[src/rtl/ps2_kbd_mmio_if.sv]
// CPU data-bus slice for the PS/2 keyboard window.
//
// Handshake: cpu_rd is a single-cycle strobe. The address decode is already
// done upstream. The slave always accepts it, so there is no ready signal.
// The response is valid on cpu_rdata from the next rising edge. It holds
// until the next strobe.
interface ps2_kbd_mmio_if;
  logic        cpu_rd;
  logic [2:0]  cpu_addr;
  logic [31:0] cpu_rdata;

  modport master (output cpu_rd, output cpu_addr, input cpu_rdata);
  modport slave  (input cpu_rd, input cpu_addr, output cpu_rdata);
endinterface

[src/rtl/ps2_kbd_mmio.sv]
// PS/2 keyboard receiver mapped onto the CPU data bus.
// It deserialises and checks PS/2 frames, and queues good scan codes in a FIFO.
// It serves DATA and STATUS reads, and flags pending data to the core.
module ps2_kbd_mmio #(
  parameter int DEPTH       = 8,
  parameter int TIMEOUT     = 50000,
  parameter int SYNC_STAGES = 2
) (
  input  logic           clock,
  input  logic           reset,
  input  logic           ps2_clk,
  input  logic           ps2_data,
  ps2_kbd_mmio_if.slave  bus,
  output logic           kbd_pending,
  output logic [1:0]     dbg_state
);

  localparam int AW = $clog2(DEPTH);
  localparam int CW = AW + 1;
  localparam int TW = $clog2(TIMEOUT + 1);

  typedef enum logic [1:0] {
    S_IDLE   = 2'd0,
    S_SHIFT  = 2'd1,
    S_PARITY = 2'd2,
    S_STOP   = 2'd3
  } state_t;

  state_t                 state, state_next;
  logic [SYNC_STAGES-1:0] clk_sync, data_sync;
  logic                   clk_prev;
  logic                   clk_s, data_s, fall;
  logic [2:0]             bitcnt;
  logic [7:0]             sreg;
  logic                   par;
  logic [TW-1:0]          idle_cnt;
  logic                   timeout_hit;
  logic                   frame_done, frame_good, err_inc;
  logic                   push_req;
  logic [7:0]             push_byte;
  logic [7:0]             mem [DEPTH];
  logic [AW-1:0]          rd_ptr, wr_ptr;
  logic [CW-1:0]          count;
  logic                   overflow;
  logic [7:0]             err_cnt;
  logic                   rd_data, rd_status, nonempty, full;
  logic                   do_pop, do_push, drop;
  logic [31:0]            status_word;

  assign clk_s  = clk_sync[SYNC_STAGES-1];
  assign data_s = data_sync[SYNC_STAGES-1];
  assign fall   = clk_prev & ~clk_s;

  // Bring the pad signals into the clock domain; idle level of the bus is high.
  always_ff @(posedge clock or negedge reset) begin
    if (!reset) begin
      clk_sync  <= '1;
      data_sync <= '1;
      clk_prev  <= 1'b1;
    end else begin
      clk_sync  <= {clk_sync[SYNC_STAGES-2:0], ps2_clk};
      data_sync <= {data_sync[SYNC_STAGES-2:0], ps2_data};
      clk_prev  <= clk_s;
    end
  end

  // Abandon a partial frame after TIMEOUT cycles with no PS/2 falling edge.
  assign timeout_hit = (state != S_IDLE) && !fall && (idle_cnt == TW'(TIMEOUT - 1));

  // Count quiet cycles while a frame is in progress.
  always_ff @(posedge clock or negedge reset) begin
    if (!reset) begin
      idle_cnt <= '0;
    end else if (fall || state == S_IDLE || timeout_hit) begin
      idle_cnt <= '0;
    end else begin
      idle_cnt <= idle_cnt + 1'b1;
    end
  end

  // Frame state register.
  always_ff @(posedge clock or negedge reset) begin
    if (!reset) state <= S_IDLE;
    else        state <= state_next;
  end

  // Frame next-state: advance on falling edges, judge the frame at the stop bit.
  always_comb begin
    state_next = state;
    frame_done = 1'b0;
    frame_good = 1'b0;
    if (timeout_hit) begin
      state_next = S_IDLE;
    end else if (fall) begin
      case (state)
        S_IDLE:   if (!data_s) state_next = S_SHIFT;
        S_SHIFT:  if (bitcnt == 3'd7) state_next = S_PARITY;
        S_PARITY: state_next = S_STOP;
        S_STOP: begin
          frame_done = 1'b1;
          frame_good = data_s & (^sreg ^ par);
          state_next = S_IDLE;
        end
        default:  state_next = S_IDLE;
      endcase
    end
  end

  assign err_inc = (frame_done & ~frame_good) | timeout_hit;

  // Shift register, bit counter and parity capture; bits arrive LSB first.
  always_ff @(posedge clock or negedge reset) begin
    if (!reset) begin
      bitcnt <= 3'd0;
      sreg   <= 8'd0;
      par    <= 1'b0;
    end else if (fall) begin
      case (state)
        S_IDLE:   bitcnt <= 3'd0;
        S_SHIFT: begin
          sreg   <= {data_s, sreg[7:1]};
          bitcnt <= bitcnt + 3'd1;
        end
        S_PARITY: par <= data_s;
        default:  ;
      endcase
    end
  end

  // A good frame becomes a push request on the following cycle.
  always_ff @(posedge clock or negedge reset) begin
    if (!reset) begin
      push_req  <= 1'b0;
      push_byte <= 8'd0;
    end else begin
      push_req  <= frame_done & frame_good;
      push_byte <= sreg;
    end
  end

  assign rd_data   = bus.cpu_rd && (bus.cpu_addr == 3'd0);
  assign rd_status = bus.cpu_rd && (bus.cpu_addr == 3'd4);
  assign nonempty  = (count != '0);
  assign full      = (count == CW'(DEPTH));
  assign do_pop    = rd_data & nonempty;
  // A pop in the same cycle frees the slot, so a full FIFO can still accept.
  assign do_push   = push_req & (~full | do_pop);
  assign drop      = push_req & full & ~do_pop;

  // FIFO storage; no reset needed since count gates every read.
  always_ff @(posedge clock) begin
    if (do_push) mem[wr_ptr] <= push_byte;
  end

  // FIFO pointers and occupancy.
  always_ff @(posedge clock or negedge reset) begin
    if (!reset) begin
      rd_ptr <= '0;
      wr_ptr <= '0;
      count  <= '0;
    end else begin
      if (do_push) wr_ptr <= wr_ptr + 1'b1;
      if (do_pop)  rd_ptr <= rd_ptr + 1'b1;
      case ({do_push, do_pop})
        2'b10:   count <= count + 1'b1;
        2'b01:   count <= count - 1'b1;
        default: count <= count;
      endcase
    end
  end

  // Sticky overflow and saturating error counter, cleared by a STATUS read.
  // A new event in the read cycle is kept rather than lost.
  always_ff @(posedge clock or negedge reset) begin
    if (!reset) begin
      overflow <= 1'b0;
      err_cnt  <= 8'd0;
    end else begin
      if (drop)           overflow <= 1'b1;
      else if (rd_status) overflow <= 1'b0;
      if (rd_status)                       err_cnt <= err_inc ? 8'd1 : 8'd0;
      else if (err_inc && err_cnt != 8'hFF) err_cnt <= err_cnt + 8'd1;
    end
  end

  assign status_word = {16'b0, err_cnt, 1'b0, 4'(count), overflow, full, nonempty};

  // Registered read data; it holds between strobes.
  always_ff @(posedge clock or negedge reset) begin
    if (!reset) begin
      bus.cpu_rdata <= 32'd0;
    end else if (bus.cpu_rd) begin
      if (rd_data)        bus.cpu_rdata <= nonempty ? {24'b0, mem[rd_ptr]} : 32'd0;
      else if (rd_status) bus.cpu_rdata <= status_word;
      else                bus.cpu_rdata <= 32'd0;
    end
  end

  assign kbd_pending = nonempty;
  assign dbg_state   = state;

endmodule

[src/flat_wrapper.sv]
// flat-port wrapper written by rule: the top's interface ports become plain ports
module ps2_kbd_mmio_flat 
#(
  parameter int DEPTH       = 8,
  parameter int TIMEOUT     = 50000,
  parameter int SYNC_STAGES = 2
)
  (clock, reset, ps2_clk, ps2_data, kbd_pending, dbg_state, bus_cpu_rd, bus_cpu_addr, bus_cpu_rdata);
  ps2_kbd_mmio_if bus_i ();
  input  logic clock;
  input  logic reset;
  input  logic ps2_clk;
  input  logic ps2_data;
  output logic kbd_pending;
  output logic [1:0] dbg_state;
  input wire logic [$bits(bus_i.cpu_rd)-1:0] bus_cpu_rd;
  input wire logic [$bits(bus_i.cpu_addr)-1:0] bus_cpu_addr;
  output wire logic [$bits(bus_i.cpu_rdata)-1:0] bus_cpu_rdata;
  assign bus_i.cpu_rd = bus_cpu_rd;
  assign bus_i.cpu_addr = bus_cpu_addr;
  assign bus_cpu_rdata = bus_i.cpu_rdata;
  ps2_kbd_mmio #(.DEPTH(DEPTH), .TIMEOUT(TIMEOUT), .SYNC_STAGES(SYNC_STAGES)) u_core (.clock(clock), .reset(reset), .ps2_clk(ps2_clk), .ps2_data(ps2_data), .bus(bus_i), .kbd_pending(kbd_pending), .dbg_state(dbg_state));
endmodule
[config.mk]
export PLATFORM = sky130hd
export DESIGN_NAME = ps2_kbd_mmio_flat
export DESIGN_NICKNAME = d
export VERILOG_FILES = /design/src/rtl/ps2_kbd_mmio_if.sv /design/src/rtl/ps2_kbd_mmio.sv /design/src/flat_wrapper.sv
export SDC_FILE = /design/constraint.sdc
export NUM_CORES = 1
export LEC_CHECK = 0
export CORE_ASPECT_RATIO = 0.8
export CORE_UTILIZATION = 60
export DETAILED_ROUTE_END_ITERATION = 16
export PLACE_DENSITY = 0.81
export SLEW_MARGIN = 20
export SYNTH_ARGS = -nofsm -noshare
export SYNTH_HDL_FRONTEND = slang
export SYNTH_SLANG_ARGS = --single-unit
[constraint.sdc]
create_clock -name clock -period 6 [get_ports clock]
set_input_delay 0.9 -clock clock [delete_from_list [all_inputs] [get_ports clock]]
set_output_delay 0.9 -clock clock [all_outputs]
set_load 0.05 [all_outputs]
==> reports/qor.txt <==
Area Overhead vs Synth: 14.83%
internal reg-to-reg setup slack: 3250 ps
worst hold path class: flop to flop
Ant. Diodes: 0
Syn Area/Cell: 13.89 um^2
Critical Path RT: 6340 ps
largest net degree at the start of global routing: 80
Mapped Area: 0.006126 mm^2
RSZ-0062 raised after global routing: false
Total Wirelength: 11,410 um
status: finished, final reports clean
FMAX: 0.2601 GHz
Clock Skew: 24.13 ps
unique cell type count in the Yosys netlist: 54
crit end category: flop
Slowest-stage cell, CP: clkdlybuf4s50_1
gpl congestion: 0.8021
Initial DRC Count: 406
WL/cell: 18.34 um
relative slew slack: 40.55%
CTS root buf: clkbuf_16
number of gates resized after cts: 0
layout cells sized above 1: 15.43%
first-pass GRT wire length: 18,650 um
slowest stage delay, CP: 820 ps
IO Count: 43
Peak supply drop: 0.2623 mV
detailed placement HPWL: 7584 um
clk buf depth: 2
clock latency on the worst-skew pair: 420 ps
Post-Synth XOR/XNOR Area: 4.208%
min-delay src: u_core.data_sync[0]$_DFF_PN1_
worst slew pin tran: 889.9 ps
sequential area share after synthesis: 63.75%
clock-pin transition on the worst setup and hold timing paths: 50 ps
post-synth top area share: 31.37%
CTS tree: built
post-synthesis cell count: 441
CORE AREA: 0.009769 mm^2
Worst EP arrival: 4190 ps
Initial Util: 62.70%
Die Ht: 92.38 um
chip width: 115.0 um
Post-Synth Simple-Gate Area: 9.824%
final setup violation count: 0
Crit Path Max Fanout: 18
post-detailed-route count of antenna-violating nets: 0
Top FF cell, synth: dfrtp_1
mux cell area share after synthesis: 9.559%
antenna violations before repair: 0
Worst R2R Path Depth: 10
Final Cycle Share: 64.08%
Static Leakage: 2.820 nW
adder-cell share of the synthesized area: 2.778%
post-synthesis compound-gate area fraction: 5.862%
H-Tree Depth: 4
top cells by area, synth: edfxtp_1 (31%), dfrtp_1 (30%), mux4_2 (5.9%), ha_1 (2.5%), mux2_2 (2.2%)
DR vias: 3,627
Synth area leader: edfxtp_1
global route total overflow: 0
pwr/cell area: 447.6 mW/mm^2
Slew Viols, Final: 0
critical path launch point type: input port
vias per inst: 5.831
Buffers on Ports: 26
TritonCTS buffer count: 17
clock sinks: 143
Hold Vio Cnt, Final: 0
Setup TNS Final: 0 ps
post-CTS setup buffers: 0
Synth Register Bits: 143
largest family of logic cells by synthesized area: simple AND/OR/NAND/NOR gates
die area: 0.01062 mm^2
vias in the first global route: 3,589
critical path type: input port to flop
Final nets: 495
Hold Path Depth: 0
FF-to-FF End: u_core.count[3]$_DFFE_PN0P_
FFs w/ async S/R, synth: 55.24%
Tmin final: 3845 ps
Hold EP: u_core.data_sync[1]$_DFF_PN1_
Post-CTS Hold Fix Bufs: 0
DR pass1 iterations: 6
post-layout util: 72.00%
crit-path cells: clkdlybuf4s50_1, or3b_2, nor2_1, nand2_1, nor2_1, ha_1, a21o_1, a21oi_1, nor3b_1, a21oi_1, xnor2_1
max-cap violations: 0
EDFF count, synth: 64
worst r2r src: u_core.count[1]$_DFFE_PN0P_
Total GRT Usage: 24.54%
Warnings, synthesis: 0
Rows: 32
DRC violations left: 0
worst max path at each step:
stage	from	cells after the start	slack [ps]	endpoint
2_1_floorplan	bus_cpu_addr[1]	5	2940	u_core.mem[0][0]$_DFFE_PP_
3_3_place_gp	bus_cpu_rd	6	1780	u_core.mem[0][2]$_DFFE_PP_
3_5_place_dp	bus_cpu_rd	6	1610	u_core.mem[0][5]$_DFFE_PP_
4_1_cts	bus_cpu_rd	6	2030	u_core.mem[0][7]$_DFFE_PP_
5_1_grt	bus_cpu_rd	11	1950	u_core.count[3]$_DFFE_PN0P_
6_report	bus_cpu_rd	11	2160	u_core.count[3]$_DFFE_PN0P_
layer usage:
layer / track usage (%) / up-vias / wire length (um)
met5: 0 / - / 0
met4: 6.926 / 0 / 109
met3: 9.686 / 15 / 888
met2: 35.69 / 157 / 5355
met1: 34.52 / 1829 / 5055
li1: - / 1626 / -
power by group:
part	switching, mW	total (mW)	internal [mW]
logic	0.408	0.762	0.354
clock network	0.365	0.970	0.606
registers	0.211	1.42	1.21
metrics by stage:
step / setup WS (ps) / cell area, um^2 / power, mW / std cells / hold slack, ps
after floorplan: 2939 / 6182 / 1.947 / 456 / 345.2
after global placement: 1780 / 6439 / 2.144 / 590 / 346.3
after detailed placement: 1605 / 6439 / 2.175 / 590 / 348.4
after CTS: 2035 / 6997 / 3.164 / 621 / 356.2
after global routing: 1953 / 7034 / 3.301 / 622 / 358.0
final: 2155 / 7034 / 3.149 / 622 / 355.0
flip-flops by register name, indices dropped and copies added (netlist names):
name                  count
u_core.bitcnt             3
u_core.bus.cpu_rdata     16
u_core.clk_prev           1
u_core.clk_sync           2
u_core.count              4
u_core.data_sync          2
u_core.dbg_state          2
u_core.err_cnt            8
u_core.idle_cnt          16
u_core.mem               64
u_core.overflow           1
u_core.par                1
u_core.push_byte          8
u_core.push_req           1
u_core.rd_ptr             3
u_core.sreg               8
u_core.wr_ptr             3
cells in the mapped netlist (all sizes together) (5+ instances only):
master,instances
nand3,11
dfrtp,74
a21oi,13
nand2b,6
mux4,16
nand2,34
and3,8
nor3,5
mux2,12
xor2,12
xnor2,14
buf,21
dfstp,5
nor2,32
o21ai,21
clkbuf,8
inv,17
edfxtp,64
mux2i,9
ha,12
placed cells by master (no fill, tap or decap), types with 13 or more instances in the layout:
master / n
a21oi_1: 13
nor2_1: 32
dfrtp_1: 74
edfxtp_1: 64
xnor2_1: 13
clkbuf_16: 19
conb_1: 16
o21ai_0: 21
clkdlybuf4s50_1: 25
nand2_1: 34
inv_1: 17
mux4_2: 16
logic make-up (layout without fill, tap and decap cells):
kind of cell    count (synthesis)  count (layout)
xor+xnor                       27              27
compound gates                 54              54
mux                            37              37
buf+inv                        46              76
fa+ha+maj                      13              13
simple gates                  120             120
other cells                     1              16
flops                         143             143
layout make-up:
| type | instances | area (um^2) |
|---|---|---|
| Inverter | 17 | 63.81 |
| Tap cell | 136 | 170.2 |
| Multi-Input combinational cell | 267 | 2044 |
| Timing Repair Buffer | 28 | 292.8 |
| Sequential cell | 143 | 3905 |
| Clock inverter | 5 | 26.28 |
| Clock buffer | 26 | 531.8 |
| Fill cell | 633 | 2735 |
worst max-delay path: cells and delay by family:
family | cells | cell delay (ps)
xor gates and xnor gates | 1 | 150
buffers and inverters | 1 | 820
adders and majority gates | 1 | 290
and+or+nand+nor | 5 | 1400
AOI/OAI and AO/OA | 3 | 620
Note: power is estimated with default switching activity, not from simulation.
